$ cat config.mk
export PLATFORM = sky130hd
export DESIGN_NAME = branch_resolve_unit
export DESIGN_NICKNAME = d
export VERILOG_FILES = /design/src/rtl/branch_resolve_unit.sv
export SDC_FILE = /design/constraint.sdc
export NUM_CORES = 1
export LEC_CHECK = 0
export ABC_AREA = 1
export BUFFER_PORTS_ARGS = -buffer_cell sky130_fd_sc_hd__buf_2
export CAP_MARGIN = 30
export CELL_PAD_IN_SITES_DETAIL_PLACEMENT = 0
export CELL_PAD_IN_SITES_GLOBAL_PLACEMENT = 1
export CORE_UTILIZATION = 30
export DETAILED_ROUTE_END_ITERATION = 10
export PLACE_DENSITY = 0.66
export SETUP_SLACK_MARGIN = 0.5
export SYNTH_ARGS = -nofsm -noshare
export SYNTH_HDL_FRONTEND = slang
export SYNTH_SLANG_ARGS = --single-unit
$ cat constraint.sdc
create_clock -name i_clk -period 3.1 [get_ports i_clk]
set_input_delay 0.31 -clock i_clk [delete_from_list [all_inputs] [get_ports i_clk]]
set_output_delay 0.31 -clock i_clk [all_outputs]
set_load 0.01 [all_outputs]
$ cat src/rtl/branch_resolve_unit.sv
// Branch resolution and 2-bit-counter prediction unit: resolves EX-stage branches,
// trains a PC-indexed counter table, and flags mispredictions with a one-cycle redirect.
module branch_resolve_unit #(
   parameter int unsigned DATA_BITS      = 32,
   parameter int unsigned ADDR_BITS      = 32,
   parameter int unsigned BHT_INDEX_BITS = 6,
   parameter int unsigned CNT_BITS       = 32
) (
   input  logic                 i_clk,
   input  logic                 i_rst,
   input  logic [ADDR_BITS-1:0] i_if_pc,
   output logic                 o_if_pred_taken,
   input  logic                 i_ex_valid,
   input  logic                 i_ex_stall,
   input  logic [2:0]           i_ex_cond,
   input  logic [ADDR_BITS-1:0] i_ex_pc,
   input  logic [ADDR_BITS-1:0] i_ex_target,
   input  logic [DATA_BITS-1:0] i_ex_rs,
   input  logic [DATA_BITS-1:0] i_ex_rt,
   input  logic                 i_ex_pred_taken,
   output logic                 o_pcsel,
   output logic                 o_mispredict,
   output logic [ADDR_BITS-1:0] o_redirect_pc,
   output logic [CNT_BITS-1:0]  o_branch_cnt,
   output logic [CNT_BITS-1:0]  o_mispredict_cnt
);

   localparam int BhtDepth = 1 << BHT_INDEX_BITS;

   typedef enum logic [2:0] {
      CondNone = 3'd0,
      CondBeq  = 3'd1,
      CondBne  = 3'd2,
      CondBltz = 3'd3,
      CondBgtz = 3'd4,
      CondBlez = 3'd5,
      CondBgez = 3'd6,
      CondRsvd = 3'd7
   } cond_e;

   typedef enum logic [1:0] {
      StStrongNt = 2'd0,
      StWeakNt   = 2'd1,
      StWeakT    = 2'd2,
      StStrongT  = 2'd3
   } bht_state_e;

   bht_state_e                r_bht [BhtDepth];
   logic                      r_pcsel;
   logic                      r_mispredict;
   logic [ADDR_BITS-1:0]      r_redirect_pc;
   logic [CNT_BITS-1:0]       r_branch_cnt;
   logic [CNT_BITS-1:0]       r_mispredict_cnt;

   cond_e                     w_cond;
   logic                      w_is_branch;
   logic                      w_act;
   logic                      w_taken;
   logic                      w_mispredict;
   logic                      w_rs_neg;
   logic                      w_rs_zero;
   logic [BHT_INDEX_BITS-1:0] w_if_idx;
   logic [BHT_INDEX_BITS-1:0] w_ex_idx;
   bht_state_e                w_bht_cur;
   bht_state_e                w_bht_next;
   logic [ADDR_BITS-1:0]      w_fall_through;
   logic [ADDR_BITS-1:0]      w_next_pc;
   logic                      w_unused_pc_bits;

   assign w_cond    = cond_e'(i_ex_cond);
   assign w_if_idx  = i_if_pc[BHT_INDEX_BITS+1:2];
   assign w_ex_idx  = i_ex_pc[BHT_INDEX_BITS+1:2];
   assign w_rs_neg  = i_ex_rs[DATA_BITS-1];
   assign w_rs_zero = (i_ex_rs == '0);

   // Only the word-index bits of the fetch PC address the table.
   assign w_unused_pc_bits = ^{i_if_pc[ADDR_BITS-1:BHT_INDEX_BITS+2], i_if_pc[1:0]};

   always_comb begin
      w_is_branch = 1'b0;
      w_taken     = 1'b0;
      unique case (w_cond)
         CondBeq:  begin w_is_branch = 1'b1; w_taken = (i_ex_rs == i_ex_rt);     end
         CondBne:  begin w_is_branch = 1'b1; w_taken = (i_ex_rs != i_ex_rt);     end
         CondBltz: begin w_is_branch = 1'b1; w_taken = w_rs_neg;                 end
         CondBgtz: begin w_is_branch = 1'b1; w_taken = !w_rs_neg && !w_rs_zero;  end
         CondBlez: begin w_is_branch = 1'b1; w_taken = w_rs_neg || w_rs_zero;    end
         CondBgez: begin w_is_branch = 1'b1; w_taken = !w_rs_neg;                end
         CondNone, CondRsvd: begin
            w_is_branch = 1'b0;
            w_taken     = 1'b0;
         end
         default: begin
            w_is_branch = 1'b0;
            w_taken     = 1'b0;
         end
      endcase
   end

   assign w_act          = i_ex_valid && !i_ex_stall && w_is_branch;
   assign w_mispredict   = (w_taken != i_ex_pred_taken);
   // Fall-through skips the delay slot; wraps at the top of the address space.
   assign w_fall_through = i_ex_pc + ADDR_BITS'(8);
   assign w_next_pc      = w_taken ? i_ex_target : w_fall_through;

   assign w_bht_cur = r_bht[w_ex_idx];

   always_comb begin
      w_bht_next = w_bht_cur;
      if (w_taken) begin
         if (w_bht_cur != StStrongT) begin
            w_bht_next = bht_state_e'(w_bht_cur + 2'd1);
         end
      end else begin
         if (w_bht_cur != StStrongNt) begin
            w_bht_next = bht_state_e'(w_bht_cur - 2'd1);
         end
      end
   end

   always_ff @(posedge i_clk) begin
      if (i_rst) begin
         for (int i = 0; i < BhtDepth; i++) begin
            r_bht[i] <= StWeakNt;
         end
      end else if (w_act) begin
         r_bht[w_ex_idx] <= w_bht_next;
      end
   end

   always_ff @(posedge i_clk) begin
      if (i_rst) begin
         r_pcsel       <= 1'b0;
         r_mispredict  <= 1'b0;
         r_redirect_pc <= '0;
      end else if (w_act) begin
         r_pcsel       <= w_taken;
         r_mispredict  <= w_mispredict;
         r_redirect_pc <= w_next_pc;
      end else begin
         r_pcsel       <= 1'b0;
         r_mispredict  <= 1'b0;
         r_redirect_pc <= '0;
      end
   end

   always_ff @(posedge i_clk) begin
      if (i_rst) begin
         r_branch_cnt     <= '0;
         r_mispredict_cnt <= '0;
      end else if (w_act) begin
         r_branch_cnt <= r_branch_cnt + CNT_BITS'(1);
         if (w_mispredict) begin
            r_mispredict_cnt <= r_mispredict_cnt + CNT_BITS'(1);
         end
      end
   end

   // Read is from the current table, so a same-cycle update shows up one cycle later.
   assign o_if_pred_taken  = r_bht[w_if_idx][1];
   assign o_pcsel          = r_pcsel;
   assign o_mispredict     = r_mispredict;
   assign o_redirect_pc    = r_redirect_pc;
   assign o_branch_cnt     = r_branch_cnt;
   assign o_mispredict_cnt = r_mispredict_cnt;

endmodule

# Word level (Yosys, flattened, before mapping)
# Memory sizes are Yosys's and may differ from the RTL's.
# Cells that the tools add are included.
# Widths: inputs -> output; s select.
dict set report word_totals {
  in_bits 168
  n_memories 1
  word_cells 52
  mem_bits_ro 0
  latchBits 0
  mem_bits_rw 128
  ff_bits 98
}
dict set report op_classes {
  n_lt_le_gt_ge 0
  n_shift 0
  n_bitwise 1
  n_addsub 5
  n_mux 14
  div 0
  mul 0
  n_eq_ne 11
  n_reduce_logical 15
}
# name words word_bits rd rd_clocked_by_memory_dff wr line_no
set mem_list {}
lappend mem_list {r_bht 64 2 2 0 64 48} ;# bht_state_e r_bht [BhtDepth];
# operator count
set ops {}
lappend ops {{$add 32x1->32 const B} 2}
lappend ops {{$add 32x4->32 const B} 1}
lappend ops {{$eq 32x32->1} 1}
lappend ops {{$logic_not 32->1} 1}
lappend ops {{$mux 32} 1}
lappend ops {{$ne 32x32->1} 1}
lappend ops {{$eq 3x3->1 const B} 4}
lappend ops {{$mux 2} 4}
lappend ops {{$pmux 1 s7} 1}
lappend ops {{$eq 3x2->1 const B} 2}
lappend ops {{$mux 1} 6}
lappend ops {{$mux 6} 1}
lappend ops {{$reduce_or 2->1} 3}
lappend ops {{$reduce_or 6->1} 1}
lappend ops {{$eq 3x1->1 const B} 1}
lappend ops {{$logic_and 1x1->1} 3}
lappend ops {{$logic_not 1->1} 3}
lappend ops {{$logic_not 3->1} 1}
lappend ops {{$add 2x1->2 const B} 1}
lappend ops {{$ne 2x2->1 const B} 1}
lappend ops {{$pmux 1 s2} 1}
lappend ops {{$reduce_and 2->1} 1}
lappend ops {{$reduce_bool 2->1} 1}
lappend ops {{$sub 2x1->2 const B} 1}
lappend ops {{other kinds (3)} 3}

# Depth between registers and ports, before layout
# Gate-level depths: netlist of the first run.
dict set report depth {
  depth_word 9
  depth_mapped 18
  ltp_nobuf 16
}

# Worst setup path after synthesis of the first run
# OpenSTA, ideal clock, no wires.
dict set report synth_path {
  kind {input to register}
  start {input i_ex_pc[2]}
  end {memory r_bht[22][0] (netlist name) (data pin)}
  arrival_ps 1895
  t_required_ps 2833
  path_slack_ps 938
  path_stages 13
  setup_ps 267
  cell_sequence {buf_2 > inv_2 > buf_6 > buf_2 > o211ai_1 > nand3_1 > nand3_1 > nand3_1 > nand2_1 > nand4_2 > o21ai_4 > buf_6 > nand3_1}
}
# item line_no
set synth_rtl {}
lappend synth_rtl {{start: declaration} 16} ;# input logic [ADDR_BITS-1:0] i_ex_pc,
lappend synth_rtl {{end: declaration} 48}

==> results of run 1 <==
==> metal layers <==
metal	GRT usage	wire length [um]
met3	0.02804	2029
met2	0.3382	20970
met1	0.2535	19580
met5	0	0
met4	0.05072	928
==> power breakdown <==
group	leakage (nW)	switching (mW)	internal, mW
logic	4.10	0.682	0.336
registers	1.95	0.0301	3.22
clock network	0.441	1.32	1.95
==> metrics by stage <==
| stage | instances | instance area, sq um | power, mW | hold slack, ps | setup WS [ps] |
|---|---|---|---|---|---|
| floorplan | 1852 | 13180 | 3.887 | 422.7 | 938.2 |
| global placement | 2627 | 15050 | 4.303 | 466.5 | 380.6 |
| detailed placement | 2627 | 15050 | 4.312 | 472.2 | 379.9 |
| CTS | 2704 | 16230 | 7.628 | 3.000 | 595.6 |
| global route | 2705 | 16240 | 7.850 | 20.83 | 525.3 |
| finish | 2705 | 16240 | 7.546 | 35.35 | 610.6 |
==> synth_stat cells (2+ instances only) <==
cell      instances
o221a_2           3
a21oi_1          64
nor3_1           41
nand2_1         368
xor2_1           23
a211oi_1          9
clkinv_1          2
edfxtp_1        128
nor3b_1           4
nand3_1         147
dfxtp_1          98
o211ai_1         21
buf_1             3
o21ai_1           5
inv_1           223
nand4_1          24
clkbuf_1         45
o22ai_1           4
nand2_2           2
o21ai_0         140
buf_2            28
buf_6             7
xnor2_1          38
inv_2             4
nor2_1          390
o221ai_1          2
nor4_1           10
ha_1              6
==> worst min-delay path: stages <==
cell and delay [ps]:
buf_2 100, nand2_1 50, a21oi_1 80
==> registers in the layout (all words and copies together) (netlist names) <==
signal            flops
r_bht               128
o_branch_cnt         32
o_mispredict_cnt     32
o_redirect_pc        32
o_mispredict          1
o_pcsel               1
==> cell type report <==
class,count,area [sq um],area share
clock buffer,37,753.2,0.04639
antenna,1,2.502,0.0001541
clock inverter,13,155.1,0.009555
inverter,229,860.8,0.05301
tap,585,732.0,0.04508
timing repair buffer,301,1814,0.1117
multi-input combinational,1313,6115,0.3766
sequential,226,5806,0.3575
==> logic make-up after synthesis <==
logic type,Yosys count,synth area share
AO/OA/AOI/OAI,253,0.1061
XOR/XNOR,61,0.04053
adder cells (fa/ha/maj),6,0.005695
buffers and inverters,313,0.09606
flip-flops,226,0.4404
AND/OR/NAND/NOR,993,0.3112
==> repair_timing <==
item | in CTS | in global routing
hold buffers | 27 | 0
setup endpoints to repair | 0 | 2
endpoints found under the hold margin | 26 | 0
gates resized for setup | 0 | 2
==> worst max path at each step <==
| stage | end | slack [ps] | depth (start not counted) | from |
|---|---|---|---|---|
| after floorplan | r_bht[22][0] | 940 | 13 | i_ex_pc[2] |
| after global placement | r_bht[8][0] | 380 | 12 | i_ex_pc[3] |
| after detailed placement | r_bht[30][1] | 380 | 14 | i_ex_pc[3] |
| after CTS | o_if_pred_taken | 600 | 7 | r_bht[32][1] |
| after global routing | o_if_pred_taken | 530 | 9 | r_bht[1][1] |
| final | o_if_pred_taken | 610 | 7 | r_bht[32][1] |
==> flow_summary.yaml, run 1 <==
status:
  status: "finished, final reports clean"
critical_path:
  slowest_delay_ps: 420
  worstSetupStartpointType: "register"
  slowest_stage: "a211oi_1"
  r2r_setup_slack_ps: 770
  critPathTopFamily: "compound AO/OA/AOI/OAI gates"
  arrival_ps: 2180
  path_cells: "nand2_1 > o21ai_0 > a211oi_1 > o21ai_0 > o211ai_1 > nand2_1 > buf_2"
  reg2regPathDepth: 13
  cp_max_fo: 2
  criticalPathCategory: "register to output pin"
  cp-end-kind: "output pin"
  critPathRequiredTime_ps: 2790
  worstReg2RegStart: "r_bht[0][0]"
  crit_buf_inv: 1
  r2r_end: "r_bht[38][1]"
yosys:
  synth_top_area_frac: 0.2916
  yosysUniqueCellTypes: 41
  synth_top_area_cell: "edfxtp_1"
  synthTopCellsByArea: "edfxtp_1 (29%), dfxtp_1 (15%), nor2_1 (11%), nand2_1 (10%), inv_1 (6.4%)"
  synthFlopType: "edfxtp_1"
  syn_inst: 1852
  postSynthAreaPerCell_sq_um: 7.117
  yosysSeqAreaShare: 0.4404
  ys.warnings.count: 0
  async_reset_ff_frac: 0
  syn_area_sq_um: 13180
  syn-num-nets: 2026
  synth_edf_count: 128
  ys_ff_latch: 226
cells_and_area:
  drive_gt1_frac: 0.1581
  final_util: 0.3761
  fill_cells: 4692
  nNetsFinal: 2272
  area_growth_pct: 23.19
  final_common_cell: "nor2_1"
  final_cell_mix: "nor2_1 (389), nand2_1 (367), buf_2 (240)"
clock_network:
  h-tree-depth: 1
  clk_root_buffer_cell: "clkbuf_16"
  cts_buffers: 27
  clockBufferDepth: 3
  worstSkewPairLatency_ps: 560
  cts_setup_buffers: 0
  path_clk_slew_ps: 60
  cts.sinks: 226
  cts_tree: "built"
min_path:
  hp-class: "input pin to register"
  min_to: "o_redirect_pc[0]"
  hold_depth: 3
  hp-start: "i_ex_pc[0]"
floorplan:
  die-width_um: 211.6
  pin_count: 267
  dieArea_sq_um: 44780
  rows: 76
  start_util: 0.3053
  core_sq_um: 43170
  die_h_um: 211.6
sta:
  max-slew-margin-rel: 0.5535
  slew_viol_final: 0
  fin_crit_ps: 2489
  hold_viol_final: 0
  fin_skew_ps: 12.75
  setup_tns_ps: 0
  rsz0062_at_grt: "false"
  tightest_slew_ps: 668.2
  clock.fmax_ghz: 0.4017
  setup_viol: 0
  timing.final.crit_share: 0.8030
grt:
  grt_remaining_overflow: 0
  antenna_found_initial: 1
  grt_pass1_wl_um: 68940
  grt_pass1_vias: 12880
  grt_max_degree: 65
  groute.usage.overall: 0.1954
routing:
  drt-vias-per-instance: 4.790
  drt_iter0_markers: 746
  antenna_left: 0
  via_count: 12960
  drt_pass1_iterations: 5
  wirelength_um: 43500
  wire_per_inst_um: 16.08
  drc: 0
power:
  leakage_nw: 6.488
  powerDensity_nw_per_um2: 464.7
  vdd_drop_max_mv: 0.4048
job:
  cap_violations: 0
placement:
  gp_congestion: 0.8695
  dp.final_hpwl_um: 30690
  io_buffers: 240
(Power assumes the default switching activity.)
==> inputs of run 2 (changes only) <==
--- a/config.mk
+++ b/config.mk
@@ -12,7 +12,7 @@
 export CELL_PAD_IN_SITES_GLOBAL_PLACEMENT = 1
 export CORE_UTILIZATION = 30
 export DETAILED_ROUTE_END_ITERATION = 10
-export PLACE_DENSITY = 0.66
+export PLACE_DENSITY = 0.68
 export SETUP_SLACK_MARGIN = 0.5
 export SYNTH_ARGS = -nofsm -noshare
 export SYNTH_HDL_FRONTEND = slang
==> constraint.sdc (replaced) <==
create_clock -name i_clk -period 2.24 [get_ports i_clk]
set_input_delay 0.224 -clock i_clk [delete_from_list [all_inputs] [get_ports i_clk]]
set_output_delay 0.224 -clock i_clk [all_outputs]
set_load 0.01 [all_outputs]
==> flow_summary.yaml, run 2 (synthesized netlist as in run 1, its figures left out) <==
critical_path:
  arrival_ps: 2650
  criticalPathCategory: "register to register"
  cp_max_fo: 8
  worstReg2RegStart: "r_bht[0][0]"
  critPathRequiredTime_ps: 2540
  r2r_end: "r_bht[27][0]"
  r2r_setup_slack_ps: -110
  reg2regPathDepth: 16
  worstSetupStartpointType: "register"
  cp-end-kind: "register"
sta:
  slew_viol_final: 0
  setup_viol: 99
  timing.final.crit_share: 1.048
  setup_tns_ps: -6458
  fin_skew_ps: 30.09
  clock.fmax_ghz: 0.4258
  max-slew-margin-rel: 0.5506
  holdWs_ps: 5.787
  fin_crit_ps: 2348
  tightest_slew_ps: 672.5
  fin_ws_ps: -108.3
  hold_viol_final: 0
  rsz0062_at_grt: "true"
clock_network:
  cts.sinks: 226
  clockBufferDepth: 3
  cts_tree: "built"
  clk_root_buffer_cell: "clkbuf_16"
  cts_buffers: 28
  path_clk_slew_ps: 60
  h-tree-depth: 1
  worstSkewPairLatency_ps: 570
power:
  cellInternalPower_mw: 8.156
  leakage_nw: 7.825
  finalPower_mw: 11.38
  powerDensity_nw_per_um2: 575.4
  p_switching_mw: 3.224
  switching_share: 0.2833
  clockPowerShare: 0.383
  sequentialPowerShare: 0.395
  vdd_drop_max_mv: 0.5129
  pwr-share-comb: 0.222
min_path:
  min_to: "o_redirect_pc[18]"
  hold_depth: 3
  hp-start: "i_ex_pc[18]"
  hp-class: "input pin to register"
floorplan:
  core_sq_um: 43170
  die-width_um: 211.6
  rows: 76
  pin_count: 267
  die_h_um: 211.6
  dieArea_sq_um: 44780
  start_util: 0.3053
placement:
  placed_area_sq_um: 15740
  dp.cells: 2681
  dp_slack_ps: -184.9
  gp_congestion: 0.8578
  io_buffers: 240
  dp.final_hpwl_um: 31290
grt:
  grt_pass1_vias: 13700
  grt_max_degree: 114
  grt_pass1_wl_um: 74020
  antenna_found_initial: 0
  grt_remaining_overflow: 0
  groute.usage.overall: 0.2118
routing:
  wirelength_um: 48050
  antenna_left: 0
  drc: 0
  drt-vias-per-instance: 4.848
  via_count: 13900
  drt_iter0_markers: 965
  wire_per_inst_um: 16.76
  drt_pass1_iterations: 7
status:
  failed_checks: "setup timing"
  status: "complete, but fails checks"
cells_and_area:
  final_util: 0.4581
  post-route-cell-area_sq_um: 19780
  diodes: 0
  instances_no_fill: 2868
  drive_gt1_frac: 0.3417
  nNetsFinal: 2436
  final_common_cell: "nand2_1"
  largest_register_ff_count: 128
  final_cell_mix: "nand2_1 (339), nor2_1 (274), buf_2 (240)"
  top_register: "r_bht"
  fill_cells: 4310
  area_growth_pct: 50.03
job:
  cap_violations: 0
-- run 2: cell count changes in the layout (fill, tap and decap cells not counted), moves of 34 or more --
cell	delta
nor2_2	+56
nor2_1	-115
buf_4	+65
nor2_4	+59
nand3_2	+75
buf_6	+34
nand3_1	-79
-- run 2: area by class of cell --
| cell class | instances | area (sq um) | share of cell area |
|---|---|---|---|
| Multi-Input combinational cell | 1313 | 7497 | 0.3791 |
| Clock inverter | 7 | 30.03 | 0.001518 |
| Timing Repair Buffer | 463 | 3921 | 0.1983 |
| Sequential cell | 226 | 5874 | 0.2970 |
| Tap cell | 585 | 732.0 | 0.03701 |
| Timing Repair inverter | 1 | 6.256 | 0.0003163 |
| Clock buffer | 44 | 844.6 | 0.04271 |
| Inverter | 229 | 870.8 | 0.04403 |
-- run 2: worst max-delay path by stage --
stage,startpoint,endpoint,slack (ps),cells past startpoint
detailed placement,i_ex_pc[2],r_bht[9][0],-180,12
CTS,r_bht[1][1],o_if_pred_taken,-80,9
global placement,i_ex_pc[3],r_bht[17][0],-160,12
finish,r_bht[0][0],r_bht[27][0],-110,16
floorplan,i_ex_pc[2],r_bht[22][0],280,13
global route,r_bht[1][1],o_if_pred_taken,-250,9
-- run 2: timing repair --
item                                    CTS  global route
hold buffers                             45             0
gates resized for setup                 215           244
endpoints found under the setup margin  149           267
endpoints found under the hold margin    32             0
gates cloned                             20             3
pin swaps                                95            67
buffers inserted                         41            27
-- run 2: per-layer routing --
| layer | share of wire | GRT usage |
|---|---|---|
| met4 | 0.032 | 0.06747 |
| met1 | 0.42 | 0.2635 |
| met5 | 0 | 0 |
| met2 | 0.49 | 0.3736 |
| met3 | 0.053 | 0.03204 |
-- run 2: power groups by stage --
stage	clock (mW)	sequential [mW]	combinational [mW]
global route	4.60	4.50	2.68
detailed placement	0	4.59	1.51
global placement	0	4.59	1.50
finish	4.36	4.50	2.52
floorplan	0	4.59	0.847
CTS	4.46	4.50	2.34
-- run 2: critical path, cell delays in order, from the launching register on --
cell      delay [ps]
edfxtp_1         340
nor2_1            40
nor2_1           100
o21ai_1           70
o211ai_1         160
nand3_1          180
nand3_1          130
nand2_1           80
nand2_2          130
nor2_4            60
buf_6            110
buf_6            110
buf_12           120
nand2_8          100
buf_6            130
buf_16           140
nand3_2           60
